[config.mk]
export PLATFORM = sky130hd
export DESIGN_NAME = cp0_access_unit
export DESIGN_NICKNAME = d
export VERILOG_FILES = /design/src/rtl/cp0_access_unit_pkg.sv /design/src/rtl/cp0_access_unit_fwd_merge.sv /design/src/rtl/cp0_access_unit.sv
export SDC_FILE = /design/constraint.sdc
export NUM_CORES = 1
export LEC_CHECK = 0
export CAP_MARGIN = 20
export CORE_ASPECT_RATIO = 0.9
export CORE_UTILIZATION = 36
export CTS_BUF_LIST = sky130_fd_sc_hd__clkbuf_8
export CTS_CLUSTER_DIAMETER = 150
export CTS_CLUSTER_SIZE = 28
export DETAILED_ROUTE_END_ITERATION = 6
export PLACE_DENSITY = 0.77
export REMOVE_ABC_BUFFERS = 1
export SYNTH_ARGS = -nofsm -noshare
export SYNTH_HDL_FRONTEND = slang
export SYNTH_SLANG_ARGS = --single-unit
[constraint.sdc]
create_clock -name clk -period 2.1 [get_ports clk]
set_input_delay 0.315 -clock clk [delete_from_list [all_inputs] [get_ports clk]]
set_output_delay 0.315 -clock clk [all_outputs]
set_load 0.01 [all_outputs]
[src/rtl/cp0_access_unit_pkg.sv]
// Shared types and constants for the CP0 access path: request structs,
// CP0 register numbers and the per-register write mask.
package cp0_access_unit_pkg;

    typedef logic [31:0] word_t;

    // Read request sent to cp0; raddr/rsel come straight from EX.
    typedef struct packed {
        logic [4:0] raddr;
        logic [2:0] rsel;
    } cp0_rreq_t;

    // Write request sent to cp0; we is a single-cycle strobe per MTC0.
    typedef struct packed {
        logic       we;
        logic [4:0] waddr;
        logic [2:0] wsel;
        word_t      wdata;
    } cp0_wreq_t;

    // In-flight MTC0 slot used for MEM and WB.
    typedef struct packed {
        logic       valid;
        logic [4:0] addr;
        logic [2:0] sel;
        word_t      data;
    } slot_t;

    localparam logic [4:0] CP0_COUNT   = 5'd9;
    localparam logic [4:0] CP0_COMPARE = 5'd11;
    localparam logic [4:0] CP0_STATUS  = 5'd12;
    localparam logic [4:0] CP0_CAUSE   = 5'd13;
    localparam logic [4:0] CP0_EPC     = 5'd14;

    // Cause: only IV (bit 23) and the software interrupt bits IP1:IP0 are writable.
    localparam word_t CAUSE_WMASK = 32'h0080_0300;

    // Bits an MTC0 actually changes; zero means the register is not writable
    // from software and must never be forwarded.
    function automatic word_t cp0_wmask(input logic [4:0] addr, input logic [2:0] sel);
        word_t m;
        m = '0;
        if (sel == 3'd0) begin
            case (addr)
                CP0_COUNT, CP0_COMPARE, CP0_STATUS, CP0_EPC: m = '1;
                CP0_CAUSE:                                   m = CAUSE_WMASK;
                default:                                     m = '0;
            endcase
        end
        return m;
    endfunction

endpackage

[src/rtl/cp0_access_unit_fwd_merge.sv]
// Combinational merge of an in-flight MTC0 value over an older register
// value, restricted to the bits that MTC0 can really change.
module cp0_fwd_merge
    import cp0_access_unit_pkg::*;
(
    input  logic [4:0] addr,
    input  logic [2:0] sel,
    input  word_t      old_data,
    input  word_t      new_data,
    output word_t      merged,
    output logic       writable
);

    word_t mask;

    // Apply the register's write mask: masked bits from new_data, rest from old_data.
    always_comb begin
        mask     = cp0_wmask(addr, sel);
        writable = |mask;
        merged   = (old_data & ~mask) | (new_data & mask);
    end

endmodule

[src/rtl/cp0_access_unit.sv]
// Pipeline-side CP0 initiator: carries MTC0 through MEM/WB slots, issues the
// WB write, forwards in-flight MTC0 data to MFC0 in EX and registers the
// interrupt-pending flag from the effective Status/Cause.
//
// Slot valid semantics: a slot with valid=1 holds exactly one MTC0 that has
// not yet been written to cp0. WB.valid is the write strobe itself, so a slot
// is only ever in WB for one cycle; stall replaces WB with a bubble instead of
// holding it, which is what guarantees a single write per MTC0.
module cp0_access_unit
    import cp0_access_unit_pkg::*;
#(
    parameter int FWD_EN  = 1,
    parameter int EXL_BIT = 1,
    parameter int IE_BIT  = 0
) (
    input  logic        clk,
    input  logic        rst,
    input  logic        ex_mfc0_valid,
    input  logic        ex_mtc0_valid,
    input  logic [4:0]  ex_cp0_addr,
    input  logic [2:0]  ex_cp0_sel,
    input  logic [31:0] ex_mtc0_wdata,
    input  logic        stall,
    input  logic        flush,
    output cp0_rreq_t   cp0_rreq,
    input  logic [31:0] cp0_rdata,
    output logic [31:0] ex_rdata,
    output cp0_wreq_t   cp0_wreq,
    input  logic [31:0] status_i,
    input  logic [31:0] cause_i,
    output logic        int_pending
);

    localparam bit FWD_ON = (FWD_EN != 0);

    slot_t mem_q, mem_d;
    slot_t wb_q, wb_d;

    word_t mem_merged, wb_merged, ov_merged, ov_old;
    logic  mem_wr, wb_wr, ov_wr;
    logic  mem_hit, wb_hit;
    word_t eff_status, eff_cause;
    logic  int_pending_d;

    // Slot advance: flush kills MEM (WB still takes old MEM), stall holds MEM and bubbles WB.
    always_comb begin
        mem_d = mem_q;
        wb_d  = mem_q;
        if (flush) begin
            mem_d = '0;
        end else if (stall) begin
            wb_d = '0;
        end else if (ex_mtc0_valid) begin
            mem_d.valid = 1'b1;
            mem_d.addr  = ex_cp0_addr;
            mem_d.sel   = ex_cp0_sel;
            mem_d.data  = ex_mtc0_wdata;
        end else begin
            mem_d = '0;
        end
    end

    // Slot registers with synchronous active-low reset.
    always_ff @(posedge clk) begin
        if (!rst) begin
            mem_q <= '0;
            wb_q  <= '0;
        end else begin
            mem_q <= mem_d;
            wb_q  <= wb_d;
        end
    end

    // Read request is a direct view of the EX fields, independent of valid.
    always_comb begin
        cp0_rreq.raddr = ex_cp0_addr;
        cp0_rreq.rsel  = ex_cp0_sel;
    end

    // Write request is the WB slot itself.
    always_comb begin
        cp0_wreq.we    = wb_q.valid;
        cp0_wreq.waddr = wb_q.addr;
        cp0_wreq.wsel  = wb_q.sel;
        cp0_wreq.wdata = wb_q.data;
    end

    cp0_fwd_merge u_mem_fwd (
        .addr     (mem_q.addr),
        .sel      (mem_q.sel),
        .old_data (cp0_rdata),
        .new_data (mem_q.data),
        .merged   (mem_merged),
        .writable (mem_wr)
    );

    cp0_fwd_merge u_wb_fwd (
        .addr     (wb_q.addr),
        .sel      (wb_q.sel),
        .old_data (cp0_rdata),
        .new_data (wb_q.data),
        .merged   (wb_merged),
        .writable (wb_wr)
    );

    // Forwarding hit detection; only writable registers can produce a hit.
    always_comb begin
        mem_hit = FWD_ON && mem_q.valid && mem_wr &&
                  (mem_q.addr == ex_cp0_addr) && (mem_q.sel == ex_cp0_sel);
        wb_hit  = FWD_ON && wb_q.valid && wb_wr &&
                  (wb_q.addr == ex_cp0_addr) && (wb_q.sel == ex_cp0_sel);
    end

    // MFC0 result: the younger MEM slot wins over WB, otherwise cp0 data.
    always_comb begin
        ex_rdata = cp0_rdata;
        if (ex_mfc0_valid) begin
            if (mem_hit) begin
                ex_rdata = mem_merged;
            end else if (wb_hit) begin
                ex_rdata = wb_merged;
            end
        end
    end

    // Select which CP0 value the WB write would overlay.
    always_comb begin
        ov_old = (wb_q.addr == CP0_CAUSE) ? cause_i : status_i;
    end

    cp0_fwd_merge u_sc_overlay (
        .addr     (wb_q.addr),
        .sel      (wb_q.sel),
        .old_data (ov_old),
        .new_data (wb_q.data),
        .merged   (ov_merged),
        .writable (ov_wr)
    );

    // Effective Status/Cause as they will be once the WB write lands.
    always_comb begin
        eff_status = status_i;
        eff_cause  = cause_i;
        if (wb_q.valid && ov_wr && (wb_q.addr == CP0_STATUS)) begin
            eff_status = ov_merged;
        end
        if (wb_q.valid && ov_wr && (wb_q.addr == CP0_CAUSE)) begin
            eff_cause = ov_merged;
        end
        int_pending_d = eff_status[IE_BIT] & ~eff_status[EXL_BIT] &
                        (|(eff_cause[15:8] & eff_status[15:8]));
    end

    // Interrupt flag registered every cycle, independent of stall/flush.
    always_ff @(posedge clk) begin
        if (!rst) begin
            int_pending <= 1'b0;
        end else begin
            int_pending <= int_pending_d;
        end
    end

endmodule

==> key figures, run 1 <==
Route
  • First-pass DRT Iterations: 4
  • Total wire length: 14.2 mm
  • Total number of vias: 4277
  • Via/cell ratio: 5.03
  • Antenna Violating Nets Remaining: 0
  • Residual DRC: 0
  • First DRT Iteration DRCs: 249
  • WL/cell: 16.7 um

Critical path
  • Kind of critical path: flip-flop to output pin
  • CP max FO: 5
  • Crit path launch type: flip-flop
  • Critical R2R Capture: int_pending
  • R2r startpoint: cp0_wreq[32]
  • Crit. Startpoint: cp0_wreq[32]
  • WP data required: 1.78 ns
  • CP Cell Sequence: or4b_4, nand2b_4, nor4_4, o21a_4, clkbuf_16, nor2_2, a21oi_1, buf_2
  • CP peak stage delay: 0.53 ns
  • Worst path arrival time: 2.42 ns
  • CP Capture Type: output pin
  • Worst path slowest cell: or4b_4
  • FF-to-FF path depth: 10
  • Reg-to-reg slack, setup: -0.31 ns
  • Buf/Inv on CP: 2
  • Delay-heaviest family, CP: simple AND/OR/NAND/NOR gates

Clock network
  • Worst-Skew Late Latency: 0.35 ns
  • # clock sinks: 83
  • Max Root-Sink Buffers: 2
  • H-tree lvl count: 3
  • Clock tree root buffer cell: clkbuf_8
  • Cts hold-fix bufs: 0
  • CTS Buf Count: 9
  • CTS tree: done
  • Clock transition at the registers of the reported paths: 0.09 ns

Cells and area
  • Area grow syn2layout: 64.1%
  • Most common cell after layout, fill and taps aside: clkdlybuf4s50_1
  • Final nets: 836
  • Diodes inserted: 0
  • Layout cell share with drive strength beyond 1: 0.268
  • Final Util: 0.617
  • Most frequent cells in the layout: clkdlybuf4s50_1, dfxtp_1, nor2_1, buf_4, and2_1

Synth
  • Simple-gate share of the synthesized area: 0.224
  • Multiplexer share of the synthesized area: 0.0830
  • Ys Warns: 0
  • Cell count after synthesis: 484
  • Post-Synth Adder-Cell Area: 0
  • Register area share after synthesis: 0.402
  • Combinational family with the most area after synthesis: simple AND/OR/NAND/NOR gates
  • Distinct cells, synth: 45
  • Post-synthesis compound-gate area fraction: 0.200
  • Register bit total from synthesis: 83
  • Post-Syn Area: 4130 um2
  • Synthesized area per cell: 8.54 um2
  • Synth Area in XOR/XNOR: 0.0276

Timing
  • Min Hold Slack: 0.402 ns
  • Setup Viol. Count Final: 33
  • Final period util: 1.30
  • Period minus WS final: 2.73 ns
  • Setup Skew: 0.0100 ns
  • RSZ-0062 raised after global routing: true
  • Slew headroom: 0.644
  • Worst Max-Slew Pin Slew: 0.532 ns
  • Fin. max-slew vios: 0
  • Final hold violation count: 0
  • Setup ws final: -0.631 ns
  • Max Freq: 0.366 GHz

Die
  • Die area: 11900 um2
  • Core box area: 11000 um2
  • Initial Util: 0.376
  • I/O Pins: 224
  • Chip height: 104 um
  • Die extent in x: 115 um
  • Site row count: 36

Run
  • Max Cap Viol: 0

Status
  • Status: complete, but fails checks
  • Failing checks: negative setup slack

Pwr
  • Power Total: 3.38 mW
  • Leak pwr: 2.61 nW
  • Maximum VDD drop: 0.389 mV
  • Power density over cell area: 498 nW/um2

Min path
  • Hold WC Path Type: input port to flip-flop
  • Hold depth: 3
  • Hold path endpoint: mem_q[32]
  • Worst hold start: stall

Global routing
  • Global-route wire length before repair: 21.4 mm
  • Grt ovf: 0
  • GRT Util Overall: 0.229
  • Vias in the first global route: 4237
  • Maximum number of pins on one net before global-route repair: 33
  • Initial antenna violation count: 0

Placed design
  • RD Place Congestion: 0.821
  • PortBufs: 177
  • Final HPWL DP: 10.2 mm
## flip-flops by register name, indices dropped and copies added, names as in the netlist
| name | count |
|---|---|
| cp0_wreq | 41 |
| mem_q | 41 |
| int_pending | 1 |
## kinds of logic (layout without fill, tap and decap cells)
family                 after synthesis  after routing
AO/OA/AOI/OAI                      125            125
XOR/XNOR                            13             13
buffers and inverters               47            262
flip-flops                          83             83
multiplexers                        34             34
AND/OR/NAND/NOR                    182            182
## metal layers
metal	vias to the layer above	track usage	wire (um)
li1	2091	-	-
met1	2028	0.266	5930
met5	-	0	0
met4	0	0.0649	223
met2	140	0.415	7180
met3	18	0.0486	851
## timing repair
action / in CTS / in global routing
gates cloned: 1 / 1
endpoints found under the hold margin: 0 / 0
pin swaps: 15 / 11
resized for setup: 168 / 44
endpoints found under the setup margin: 33 / 33
buffers inserted: 9 / 1
## synth_stat cells (all sizes together)
cell	instances	share of area
dfxtp	83	0.40
o221ai	1	0.0021
and3b	1	0.0021
nand3	6	0.0073
o211ai	1	0.0018
nor4	6	0.021
nor4b	1	0.0021
a31oi	1	0.0015
nand2b	3	0.0064
o21bai	1	0.0018
nor3	1	0.0012
and2	41	0.062
or4b	1	0.0033
buf	19	0.038
nor2	73	0.066
nand4	2	0.0030
and3	1	0.0015
or3	1	0.0015
o21a	2	0.0039
nor3b	2	0.0036
clkbuf	27	0.025
a22oi	40	0.073
nor2b	2	0.0030
o22ai	2	0.0030
a221oi	1	0.0021
xnor2	12	0.025
mux2	2	0.0054
xor2	1	0.0021
nand3b	2	0.0036
o21ai	38	0.055
nand2	39	0.035
mux2i	32	0.078
a21oi	36	0.053
inv	1	0.00091
a21boi	2	0.0036
## worst max path at each step
stage                             end  slack (ns)  cells past startpoint
after detailed placement  ex_rdata[8]       -1.17                     10
after global routing      ex_rdata[6]       -0.74                      8
after global placement    ex_rdata[8]       -1.12                     10
final                     ex_rdata[6]       -0.63                      8
after CTS                 ex_rdata[8]       -0.63                      9
after floorplan           ex_rdata[0]       -1.06                      6
## power by group
group          total (mW)  leakage, nW  switching (mW)  internal, mW
combinational       0.576         1.84           0.250         0.326
clock                1.19       0.0973           0.619         0.566
sequential           1.62        0.673          0.0189          1.60
## per-stage QoR
| step | TNS (ns) | area, um2 | setup slack, ns | instances |
|---|---|---|---|---|
| 2_1_floorplan | -31.05 | 3880 | -1.06 | 438 |
| 3_3_place_gp | -34.71 | 6340 | -1.12 | 823 |
| 3_5_place_dp | -35.47 | 6340 | -1.17 | 823 |
| 4_1_cts | -19.23 | 6570 | -0.626 | 849 |
| 5_1_grt | -22.71 | 6780 | -0.739 | 851 |
| 6_report | -19.11 | 6780 | -0.631 | 851 |
## worst register-to-register path, cell delays in order, from the launching register on
cell and delay (ns):
dfxtp_2 0.33, or4b_4 0.53, buf_4 0.15, buf_6 0.10, buf_6 0.11, nor4_4 0.25
buf_4 0.19, buf_6 0.12, o21ai_0 0.08, nor4_1 0.33, a21oi_1 0.11
## layout make-up
cell class                      instances  area (um2)
Clock buffer                            9         124
Multi-Input combinational cell        354        2450
Inverter                                1        3.75
Timing Repair Buffer                  245        2260
Sequential cell                        83        1670
Clock inverter                          7        80.1
Tap cell                              152         190
Fill cell                             963        4210
Note: power is estimated with default switching activity, not from simulation.
==> run 2: changes to the inputs <==
ABC_AREA = 1   (was not set)
CORE_UTILIZATION = 40   (was 36)
PLACE_DENSITY = 0.78   (was 0.77)
SETUP_SLACK_MARGIN = 0.02   (was not set)
==> key figures, run 2 <==
Die
  • Initial Util: 0.413 (+0.0371)
  • Die extent in x: 123 um (+6.9%)
  • Core box area: 12700 um2 (+16%)
  • Chip height: 111 um (+6.9%)
  • I/O Pins: 224 (unchanged)
  • Die area: 13600 um2 (+14%)
  • Site row count: 39 (+8.3%)

Placed design
  • PortBufs: 179 (+1.1%)
  • Cell Area, Placed: 7830 um2 (+23%)
  • Final HPWL DP: 13.2 mm (+29%)
  • RD Place Congestion: 0.876 (+6.7%)

Timing
  • Setup ws final: -0.468 ns (+0.162 ns)
  • Slew headroom: 0.657 (+0.0132)
  • Setup Skew: 0.0143 ns (+0.00421 ns)
  • Setup Viol. Count Final: 32 (-3.0%)
  • Final period util: 1.22 (-0.0774)
  • Worst Max-Slew Pin Slew: 0.514 ns (-0.0174 ns)
  • Max Freq: 0.389 GHz (+6.3%)
  • Final hold violation count: 0 (unchanged)
  • Fin. max-slew vios: 0 (unchanged)
  • RSZ-0062 raised after global routing: true
  • Period minus WS final: 2.57 ns (-0.162 ns)
  • Min Hold Slack: 0.336 ns (-0.0661 ns)

Route
  • Total number of vias: 6901 (+61%)
  • First-pass DRT Iterations: 7 (+3)
  • Via/cell ratio: 5.29 (+5.2%)
  • Antenna Violating Nets Remaining: 0 (unchanged)
  • Residual DRC: 0 (unchanged)
  • Total wire length: 20.6 mm (+45%)
  • First DRT Iteration DRCs: 526 (+110%)
  • WL/cell: 15.8 um (-5.3%)

Synth
  • Area contributors post-synth: dfxtp_1, nand2_1, a21oi_1, nand3_1, o21ai_0
  • Number of synthesized flops with an enable pin: 0 (unchanged)
  • Register bit total from synthesis: 83 (unchanged)
  • Post-synth ARST share: 0 (unchanged)
  • Most frequent cells after synthesis: nand2_1, a21oi_1, dfxtp_1, nand3_1, inv_1
  • Cell count after synthesis: 892 (+84%)
  • Post-Syn Area: 5260 um2 (+27%)
  • Primary FF master, synth: dfxtp_1
  • Post-synth top area share: 0.316 (-0.0862)
  • Leading cell type by number of instances after synthesis: nand2_1
  • Distinct cells, synth: 32 (-29%)
  • Synth area leader: dfxtp_1
  • Register area share after synthesis: 0.316 (-0.0862)
  • Ys Warns: 0 (unchanged)
  • Synthesized area per cell: 5.90 um2 (-31%)

Clock network
  • CTS tree: done
  • Clock transition at the registers of the reported paths: 0.08 ns (about the same)
  • H-tree lvl count: 3 (unchanged)
  • Worst-Skew Late Latency: 0.36 ns (about the same)
  • Clock tree root buffer cell: clkbuf_8
  • CTS Buf Count: 9 (unchanged)
  • Max Root-Sink Buffers: 2 (unchanged)
  • # clock sinks: 83 (unchanged)
  • Cts hold-fix bufs: 0 (unchanged)

Pwr
  • Power density over cell area: 431 nW/um2 (-13%)
  • Leak pwr: 3.73 nW (+43%)
  • Maximum VDD drop: 0.402 mV (+3.3%)

Cells and area
  • Most frequent cells in the layout: nand2_1, clkdlybuf4s50_1, buf_4, a21oi_1, dfxtp_1
  • Most common cell after layout, fill and taps aside: nand2_1
  • Layout cell share with drive strength beyond 1: 0.247 (-0.0204)
  • Fillers: 1072 (+11%)
  • Diodes inserted: 0 (unchanged)
  • Sequential cell area: 1680 um2 (+0.98%)
  • Final nets: 1278 (+53%)
  • Final instance area: 8600 um2 (+27%)
  • Area grow syn2layout: 63.5%
  • Final Util: 0.676 (+0.0587)
  • Area occupied by multi-input gates: 3420 um2 (+39%)

Critical path
  • Kind of critical path: flip-flop to output pin
  • CP max FO: 14 (+9)
  • Reg-to-reg slack, setup: 0.29 ns (+0.60 ns)
  • WP data required: 1.78 ns (about the same)
  • CP Capture Type: output pin
  • Crit path launch type: flip-flop
  • Worst path arrival time: 2.25 ns (-0.17 ns)

Global routing
  • Maximum number of pins on one net before global-route repair: 42 (+27%)
  • Global-route wire length before repair: 30.7 mm (+43%)
  • Grt ovf: 0 (unchanged)
  • Initial antenna violation count: 0 (unchanged)
  • Vias in the first global route: 6282 (+48%)
  • GRT Util Overall: 0.287 (+0.0582)

Status
  • Failing checks: negative setup slack
  • Status: complete, but fails checks

Run
  • Max Cap Viol: 0 (unchanged)

Min path
  • Hold WC Path Type: input port to flip-flop
run 2: cells by family (layout without fill, tap and decap cells):
logic type | after synthesis | after routing | synth area share
and+or+nand+nor | 488 | 488 | 0.391
xor gates and xnor gates | 9 | 9 | 0.0150
AOI/OAI and AO/OA | 172 | 172 | 0.166
buffers and inverters | 140 | 389 | 0.113
DFF | 83 | 83 | 0.316
run 2: critical path, stage by stage (launching register included):
cell and delay [ns]:
dfxtp_2 0.35, inv_1 0.13, nand3_2 0.14, nor2_4 0.14
nand2_2 0.11, nor4_4 0.22, nand2_2 0.19, buf_6 0.20
nand3_1 0.10, nand2_1 0.07, o21ai_1 0.08, buf_2 0.15
run 2: layout make-up:
class | instances | area share
clock buffer | 12 | 0.0192
sequential | 83 | 0.195
tap | 164 | 0.0238
inverter | 74 | 0.0323
timing repair buffer | 299 | 0.326
clock inverter | 4 | 0.00553
multi-input combinational | 669 | 0.398
run 2: per-layer routing:
layer,GRT usage,share of wire,up-vias
met2,0.469,0.47,357
met5,0,0,-
met1,0.371,0.41,3122
li1,-,-,3354
met4,0.0943,0.032,0
met3,0.0602,0.090,68
run 2: where the power goes:
| part | leakage [nW] | switching [mW] | internal (mW) | total (mW) |
|---|---|---|---|---|
| combinational | 2.94 | 0.432 | 0.429 | 0.860 |
| clock | 0.108 | 0.595 | 0.644 | 1.24 |
| sequential | 0.677 | 0.0187 | 1.59 | 1.61 |
run 2: path summary, 6_finish.rpt:
| kind | cells after the start | start | endpoint |
|---|---|---|---|
| setup / recovery | 11 | mem_q[33] | ex_rdata[30] |
| hold / removal | 4 | stall | mem_q[40] |
| setup reg to reg | 13 | cp0_wreq[35] | int_pending |
| hold reg to reg | 2 | mem_q[2] | cp0_wreq[2] |
run 2: timing repair:
item | CTS | global route
gates resized for setup | 171 | 98
pin swaps | 22 | 36
gates cloned | 4 | 3
buffers inserted | 12 | 4
endpoints found under the hold margin | 0 | 0
endpoints found under the setup margin | 32 | 32
run 2: metrics by stage:
stage | total power [mW] | std cells | setup WS [ns] | setup TNS [ns]
global placement | 2.47 | 1270 | -0.794 | -24.54
floorplan | 1.95 | 826 | -0.424 | -11.91
CTS | 3.65 | 1301 | -0.420 | -11.76
global route | 3.86 | 1305 | -0.560 | -15.77
finish | 3.71 | 1305 | -0.468 | -12.86
detailed placement | 2.48 | 1270 | -0.806 | -24.74
==> run 3: changes to the inputs <==
CORE_UTILIZATION = 43   (was 40)
SYNTH_HIERARCHICAL = 1   (was not set)
==> key figures, run 3 <==
Route
  • Via/cell ratio: 5.12 (-3.2%)
  • WL/cell: 14.8 um (-6.5%)
  • First DRT Iteration DRCs: 745 (+42%)
  • Total wire length: 21.9 mm (+6.2%)
  • First-pass DRT Iterations: 5 (-2)
  • Antenna Violating Nets Remaining: 0 (unchanged)
  • Residual DRC: 0 (unchanged)
  • Total number of vias: 7584 (+9.9%)

Pwr
  • Comb pwr share: 0.235 (+0.003)
  • Sw frac: 0.283 (+0.00165)
  • Clock share of power: 0.318 (-0.016)
  • Sequential power share: 0.447 (+0.013)
  • Power density over cell area: 403 nW/um2 (-6.5%)
  • Leak pwr: 4.37 nW (+17%)
  • Power Total: 3.61 mW (-2.8%)
  • Internal: 2.59 mW (-3.0%)
  • Maximum VDD drop: 0.341 mV (-15%)
  • Switching power: 1.02 mW (-2.2%)

Global routing
  • Maximum number of pins on one net before global-route repair: 42 (unchanged)
  • Global-route wire length before repair: 33.3 mm (+8.4%)
  • GRT Util Overall: 0.285 (-0.00148)
  • Initial antenna violation count: 0 (unchanged)
  • Grt ovf: 0 (unchanged)
  • Vias in the first global route: 6815 (+8.5%)

Clock network
  • Worst-Skew Late Latency: 0.36 ns (about the same)
  • # clock sinks: 83 (unchanged)
  • CTS Buf Count: 9 (unchanged)
  • Max Root-Sink Buffers: 2 (unchanged)
  • Clock transition at the registers of the reported paths: 0.08 ns (about the same)
  • Cts hold-fix bufs: 0 (unchanged)
  • H-tree lvl count: 3 (unchanged)
  • Clock tree root buffer cell: clkbuf_8
  • CTS tree: done

Synth
  • Ys Warns: 6 (+6)
  • Cell count after synthesis: 1077 (+21%)
  • Synthesized area per cell: 5.60 um2 (-5.1%)
  • Post-Syn Area: 6030 um2 (+15%)

Critical path
  • WP data required: 1.78 ns (about the same)
  • Kind of critical path: flip-flop to output pin
  • Crit path launch type: flip-flop
  • Buf/Inv on CP: 4 (+1)
  • CP Capture Type: output pin
  • CP max FO: 6 (-8)
  • Delay-heaviest family, CP: simple AND/OR/NAND/NOR gates
  • Worst path arrival time: 2.33 ns (+0.08 ns)
  • CP Cell Sequence: nor2_1, nand2_1, nor2_1, nand2_1, inv_1, nand2_1, a21oi_1, nand4_1, nor2_4, buf_6, clkbuf_16, a21oi_1, nand2_1, nand2_1, buf_2
  • Worst path slowest cell: dfxtp_2
  • CP peak stage delay: 0.33 ns (-0.02 ns)
  • Top cell by count, worst path: nand2_1

Die
  • Die extent in x: 127 um (+3.2%)
  • Core box area: 13500 um2 (+6.1%)
  • I/O Pins: 224 (unchanged)
  • Chip height: 114 um (+3.2%)
  • Die area: 14500 um2 (+6.5%)
  • Site row count: 40 (+2.6%)
  • Initial Util: 0.446 (+0.0332)

Timing
  • Final hold violation count: 0 (unchanged)
  • Max Freq: 0.378 GHz (-2.9%)
  • Period minus WS final: 2.65 ns (+0.0768 ns)
  • RSZ-0062 raised after global routing: true
  • Worst Max-Slew Pin Slew: 0.850 ns (+0.336 ns)
  • Setup Skew: 0.0109 ns (-0.00334 ns)
  • Setup ws final: -0.545 ns (-0.0768 ns)
  • Final period util: 1.26 (+0.0366)
  • Setup Viol. Count Final: 32 (unchanged)
  • Slew headroom: 0.433 (-0.224)
  • Fin. max-slew vios: 0 (unchanged)

Cells and area
  • Most common cell after layout, fill and taps aside: nand2_1
  • Fillers: 1250 (+17%)
  • Final instance area: 8950 um2 (+4.1%)
  • Area grow syn2layout: 48.5%
  • Final nets: 1452 (+14%)
  • Most frequent cells in the layout: nand2_1, clkdlybuf4s50_1, nand3_1, buf_4
  • Layout cell share with drive strength beyond 1: 0.185 (-0.0622)
  • Diodes inserted: 0 (unchanged)

Run
  • Max Cap Viol: 0 (unchanged)

Placed design
  • PortBufs: 179 (unchanged)
  • Final HPWL DP: 14.5 mm (+10%)
  • Cell Area, Placed: 8350 um2 (+6.7%)
  • RD Place Congestion: 0.928 (+5.9%)
  • DP Worst Slack: -0.651 ns (+0.155 ns)

Status
  • Failing checks: negative setup slack
  • Status: complete, but fails checks

Min path
  • Hold WC Path Type: input port to flip-flop
run 3: cell count changes in the layout (fill, tap and decap cells not counted), sizes merged, moves of 14 or more:
cell   delta
o21ai    -75
inv      +14
nand3    +37
nor2     +23
nand2   +210
a21oi    -14
run 3: final cells by class:
| class | count | area [um2] | share of cell area |
|---|---|---|---|
| Inverter | 85 | 322 | 0.0359 |
| Tap cell | 168 | 210 | 0.0235 |
| Timing Repair Buffer | 298 | 2830 | 0.316 |
| Clock buffer | 10 | 138 | 0.0154 |
| Multi-Input combinational cell | 833 | 3730 | 0.417 |
| Clock inverter | 5 | 55.1 | 0.00615 |
| Sequential cell | 83 | 1670 | 0.186 |
run 3: path summary, 6_finish.rpt:
check | startpoint | endpoint | slack, ns | depth (start not counted)
worst max-delay path | mem_q[34] | ex_rdata[10] | -0.55 | 15
worst min-delay path | stall | mem_q[40] | 0.36 | 4
worst max register to register | cp0_wreq[35] | int_pending | 0.15 | 14
worst min register to register | mem_q[28] | cp0_wreq[28] | 0.45 | 2
run 3: timing repair:
| item | in CTS | in global routing |
|---|---|---|
| buffers inserted | 16 | 6 |
| gates cloned | 1 | 6 |
| pin swaps | 8 | 42 |
| endpoints found under the setup margin | 32 | 33 |
| gates resized for setup | 123 | 62 |
run 3: per-stage QoR:
step	util	instances	setup TNS (ns)	hold WS, ns
after floorplan	-	1001	-11.74	0.428
final	0.663	1482	-16.21	0.362
after CTS	0.640	1470	-14.47	0.337
after global routing	0.663	1482	-23.00	0.360
after global placement	0.618	1438	-18.19	0.435
after detailed placement	0.618	1438	-19.54	0.439
run 3: worst reg2reg max path: cells and delay by family, from the launching register on:
kind            cells  cell delay (ns)
simple gates        9             0.71
buf+inv             3             0.37
compound gates      1             0.07
mux                 1             0.36
flops               1             0.33
run 3: metal layers:
layer  up-vias  GRT usage  part of all wire
met5         -          0                 0
met4         0     0.0881             0.017
met3        33     0.0509             0.071
met2       345      0.474              0.47
met1      3399      0.377              0.44
li1       3807          -                 -
run 3: power by group through the flow:
stage          logic (mW)  registers (mW)  clock network, mW
6_report            0.848            1.62               1.15
5_1_grt             0.934            1.62               1.24
4_1_cts             0.833            1.61               1.17
3_5_place_dp        0.851            1.65                  0
3_3_place_gp        0.844            1.65                  0
2_1_floorplan       0.324            1.65                  0
